$ cat config.mk
export PLATFORM = sky130hd
export DESIGN_NAME = uart_rx_fifo
export DESIGN_NICKNAME = d
export VERILOG_FILES = /design/src/rtl/uart_rx_fifo_pkg.sv /design/src/rtl/uart_fifo_mem.sv /design/src/rtl/uart_rx_fifo.sv
export SDC_FILE = /design/constraint.sdc
export NUM_CORES = 1
export LEC_CHECK = 0
export ABC_AREA = 1
export ABC_CLOCK_PERIOD_IN_PS = 2100
export CORE_MARGIN = 2
export CORE_UTILIZATION = 50
export DETAILED_ROUTE_END_ITERATION = 12
export HOLD_SLACK_MARGIN = 0.05
export PLACE_DENSITY_LB_ADDON = 0.12
export SLEW_MARGIN = 20
export SYNTH_ARGS = -nofsm -noshare
export SYNTH_HDL_FRONTEND = slang
export SYNTH_SLANG_ARGS = --single-unit
$ cat constraint.sdc
create_clock -name clk -period 2.1 [get_ports clk]
set_clock_uncertainty 0.2 [all_clocks]
set_input_delay 0.42 -clock clk [delete_from_list [all_inputs] [get_ports clk]]
set_output_delay 0.42 -clock clk [all_outputs]
set_load 0.03 [all_outputs]
$ cat src/rtl/uart_rx_fifo_pkg.sv
// Shared constants for the UART receive byte buffer.
package uart_rx_fifo_pkg;
    localparam int BYTE_W    = 8;
    localparam int DEF_AW    = 4;
    localparam int DEF_AFULL = 12;
endpackage

$ cat src/rtl/uart_fifo_mem.sv
// DEPTH x W register array: synchronous write port, asynchronous read port.
module uart_fifo_mem #(
    parameter int AW = 4,
    parameter int W  = 8
) (
    input  logic          clk,
    input  logic          we,
    input  logic [AW-1:0] waddr,
    input  logic [W-1:0]  wdata,
    input  logic [AW-1:0] raddr,
    output logic [W-1:0]  rdata
);
    logic [W-1:0] mem [2**AW];

    always_ff @(posedge clk) begin
        if (we) begin
            mem[waddr] <= wdata;
        end
    end

    assign rdata = mem[raddr];
endmodule

$ cat src/rtl/uart_rx_fifo.sv
// Byte FIFO between the UART receiver and core logic; absorbs consumer stalls
// so the receiver never waits in its hand-off state.
module uart_rx_fifo
    import uart_rx_fifo_pkg::*;
#(
    parameter int AW    = DEF_AW,
    parameter int AFULL = DEF_AFULL
) (
    input  logic              clk,
    input  logic              rst,
    input  logic              flush,
    input  logic [BYTE_W-1:0] in__data,
    input  logic              in__valid,
    output logic              in__ready,
    output logic [BYTE_W-1:0] out__data,
    output logic              out__valid,
    input  logic              out__ready,
    output logic [AW:0]       level,
    output logic              almost_full
);
    localparam logic [AW:0] DEPTH_V = (AW+1)'(2**AW);
    localparam logic [AW:0] AFULL_V = (AW+1)'(AFULL);

    logic [AW-1:0] rd_ptr;
    logic [AW-1:0] wr_ptr;
    logic [AW:0]   count;
    logic          push;
    logic          pop;

    // All handshake outputs decode registered state only; no path from out__ready.
    assign in__ready   = (count != DEPTH_V);
    assign out__valid  = (count != '0);
    assign level       = count;
    assign almost_full = (count >= AFULL_V);

    assign push = in__valid && in__ready;
    assign pop  = out__valid && out__ready;

    uart_fifo_mem #(
        .AW (AW),
        .W  (BYTE_W)
    ) u_mem (
        .clk   (clk),
        .we    (push && !flush && !rst),
        .waddr (wr_ptr),
        .wdata (in__data),
        .raddr (rd_ptr),
        .rdata (out__data)
    );

    always_ff @(posedge clk) begin
        if (rst || flush) begin
            rd_ptr <= '0;
            wr_ptr <= '0;
            count  <= '0;
        end else begin
            if (push) begin
                wr_ptr <= wr_ptr + 1'b1;
            end
            if (pop) begin
                rd_ptr <= rd_ptr + 1'b1;
            end
            case ({push, pop})
                2'b10:   count <= count + 1'b1;
                2'b01:   count <= count - 1'b1;
                default: count <= count;
            endcase
        end
    end
endmodule

==> impl_metrics.ini <==
[finish]
layout.nets = 582
drive_gt1_share_pct = 22.8
syn2layout_area_growth_pct = 27.8
final_common_cell = edfxtp_1
antenna_cells = 0
seqCellArea_mm2 = 0.00420
stdcell_count = 721
multiInputGateArea_mm2 = 0.00167
final_cell_mix = 128 x edfxtp_1, 54 x buf_4, 52 x inv_1
fillers = 908

[global_routing]
grt-ovfl-total = 0
antenna_found_initial = 0
grt_pass1_vias = 3785
track_usage_pct = 21.7
grt_first_pass_wirelength_mm = 20.3
grt_max_degree = 25

[min_path]
hp-class = reg2reg

[timing]
hold_viol = 0
fmax_ghz = 0.389
worst_slew_pin_slew_ns = 0.766
slew_headroom_pct = 48.8
fin_hold_ws_ns = 0.315
layout_min_cycle_time_ns = 2.57
min_period_over_period_pct = 122
rsz0062_at_grt = true
finalWorstSetupSlack_ns = -0.471
finalSetupViolCount = 8
drv_slew = 0

[logic_synthesis]
syn_area_mm2 = 0.00609
synth_cell_type_count = 28
ys_seq_elements = 145
syn_avg_cell_area_um2 = 12.8
yosysWarningCount = 0
ys_seq_area_share_pct = 68.7
synth.top_cell.area_share_pct = 63.1
ys_top_cells_by_area = edfxtp_1 63%, dfxtp_1 5.6%, mux2i_1 5.3%
yosysTopAreaCell = edfxtp_1
syn_inst = 477
syn_nets = 498

[run]
drv_cap = 0

[cts]
clk_latency_ns = 0.42
cts_buffers = 17
cts_tree = yes
h-tree-depth = 4
clkTransAtPathRegs_ns = 0.06
clock_sinks = 145
cts.path.max_buffers = 2
cts_root_buffer = clkbuf_16
cts_hold_buf = 0

[routing]
via_count = 3972
final_antenna_net_count = 0
routed_wl_mm = 13.6
via_per_inst = 5.51
initialDrtViolationCount = 380
drcViolationCount = 0
wl_per_cell_um = 18.9
dr.pass1.iters = 5

[power_and_ir_drop]
p_per_area_mw_per_mm2 = 979
leakage_nw = 2.84
vdd_drop_max_uv = 373

[critical_path]
arrival_ns = 1.95
criticalPathCategory = reg2out
required_ns = 1.48
crit_slowest_cell = dfxtp_4
path_cells = buf_12, mux2i_1, o21ai_1, o211ai_1, nand2_1, buf_6
path_max_fanout = 9
worst_setup_path_end_kind = primary output
cpPeakStageDelay_ns = 0.48
cp-start-kind = register

[place]
io_buffers = 28
dpl.cell_count = 680
gp_congestion = 0.818
dp_hpwl_mm = 8.58

[floorplanning]
fp-row-count = 40
die_w_um = 114
dieArea_mm2 = 0.0131
die_h_um = 114
core_mm2 = 0.0120
initial_core_util_pct = 50.9
io_pins = 29

[status]
status = finished with violations
violations = setup timing
## synthesized netlist by cell type (all sizes together)
| master | instances |
|---|---|
| nand2 | 28 |
| ha | 8 |
| xnor2 | 1 |
| a21oi | 42 |
| o211ai | 32 |
| xor2 | 5 |
| inv | 57 |
| o21ai | 50 |
| clkbuf | 13 |
| buf | 10 |
| a31o | 1 |
| nor2 | 29 |
| edfxtp | 128 |
| nand4 | 3 |
| mux2i | 32 |
| clkinv | 1 |
| nand3 | 20 |
| dfxtp | 17 |
## timing repair
action	4_1_cts	5_1_grt
buffers inserted	3	4
resized for setup	27	15
endpoints found under the setup margin	16	15
cloned	1	1
pin swaps	3	9
hold endpoints to repair	0	0
## routing by layer
layer,wire length [um],part of all wire [%],vias up,GRT usage [%]
li1,-,-,1901,-
met1,6120,45,1955,29.0
met2,6620,48,102,34.6
met3,749,5.5,14,6.30
met4,157,1.2,0,6.50
met5,0,0,-,0
## sequential cells by signal, indices dropped and copies added, names as in the netlist, named ones only
| register | count |
|---|---|
| rd_ptr | 4 |
| wr_ptr | 4 |
| u_mem.mem | 128 |
| level | 5 |
## path summary, 6_finish.rpt
check / from / to / slack [ns] / cells after the start
worst max register to register: level[2] / level[4] / 0.05 / 15
worst max-delay path: register / out__data[0] / -0.47 / 6
worst min register to register: rd_ptr[1] / rd_ptr[1] / 0.32 / 2
worst min-delay path: rd_ptr[1] / rd_ptr[1] / 0.32 / 2
## per-stage QoR
step | cell area (um^2) | util, % | power [mW] | TNS, ns | worst slack, ns
after floorplan | 6140 | - | 3.81 | 0 | 0.00187
after global placement | 6920 | 57.8 | 4.17 | -13.71 | -0.191
after detailed placement | 6920 | 57.8 | 4.19 | -16.78 | -0.270
after CTS | 7680 | 64.2 | 7.62 | -3.40 | -0.495
after global routing | 7780 | 65.0 | 7.88 | -4.11 | -0.528
final | 7780 | 65.0 | 7.62 | -3.32 | -0.471
## layout make-up
cell class	instances	area share (%)
clock buffer	19	5.57
clock inverter	13	3.07
inverter	58	2.83
multi-input combinational	251	21.5
sequential	145	54.0
tap	147	2.36
timing repair buffer	88	10.7
## cell families after synthesis
group / Yosys count / synth area share (%)
adder cells (fa/ha/maj): 8 / 1.64
AND/OR/NAND/NOR: 80 / 6.21
buffers and inverters: 81 / 5.53
multiplexers: 32 / 5.26
flip-flops: 145 / 68.7
AO/OA/AOI/OAI: 125 / 11.7
XOR/XNOR: 6 / 0.986
## report_power, final
part           switching [mW]  internal (mW)  leakage, nW
Combinational           0.568          0.423         1.22
Sequential             0.0437           3.17         1.29
Clock                    1.09           2.33        0.323
Total                    1.70           5.92         2.84
## critical path, delay by kind of cell (launching register included)
family,cells,cell delay (ns)
and+or+nand+nor,1,0.15
AOI/OAI and AO/OA,2,0.39
DFF,1,0.48
buffers and inverters,2,0.31
muxes,1,0.19
No activity file was read; power rests on OpenSTA's default activity.
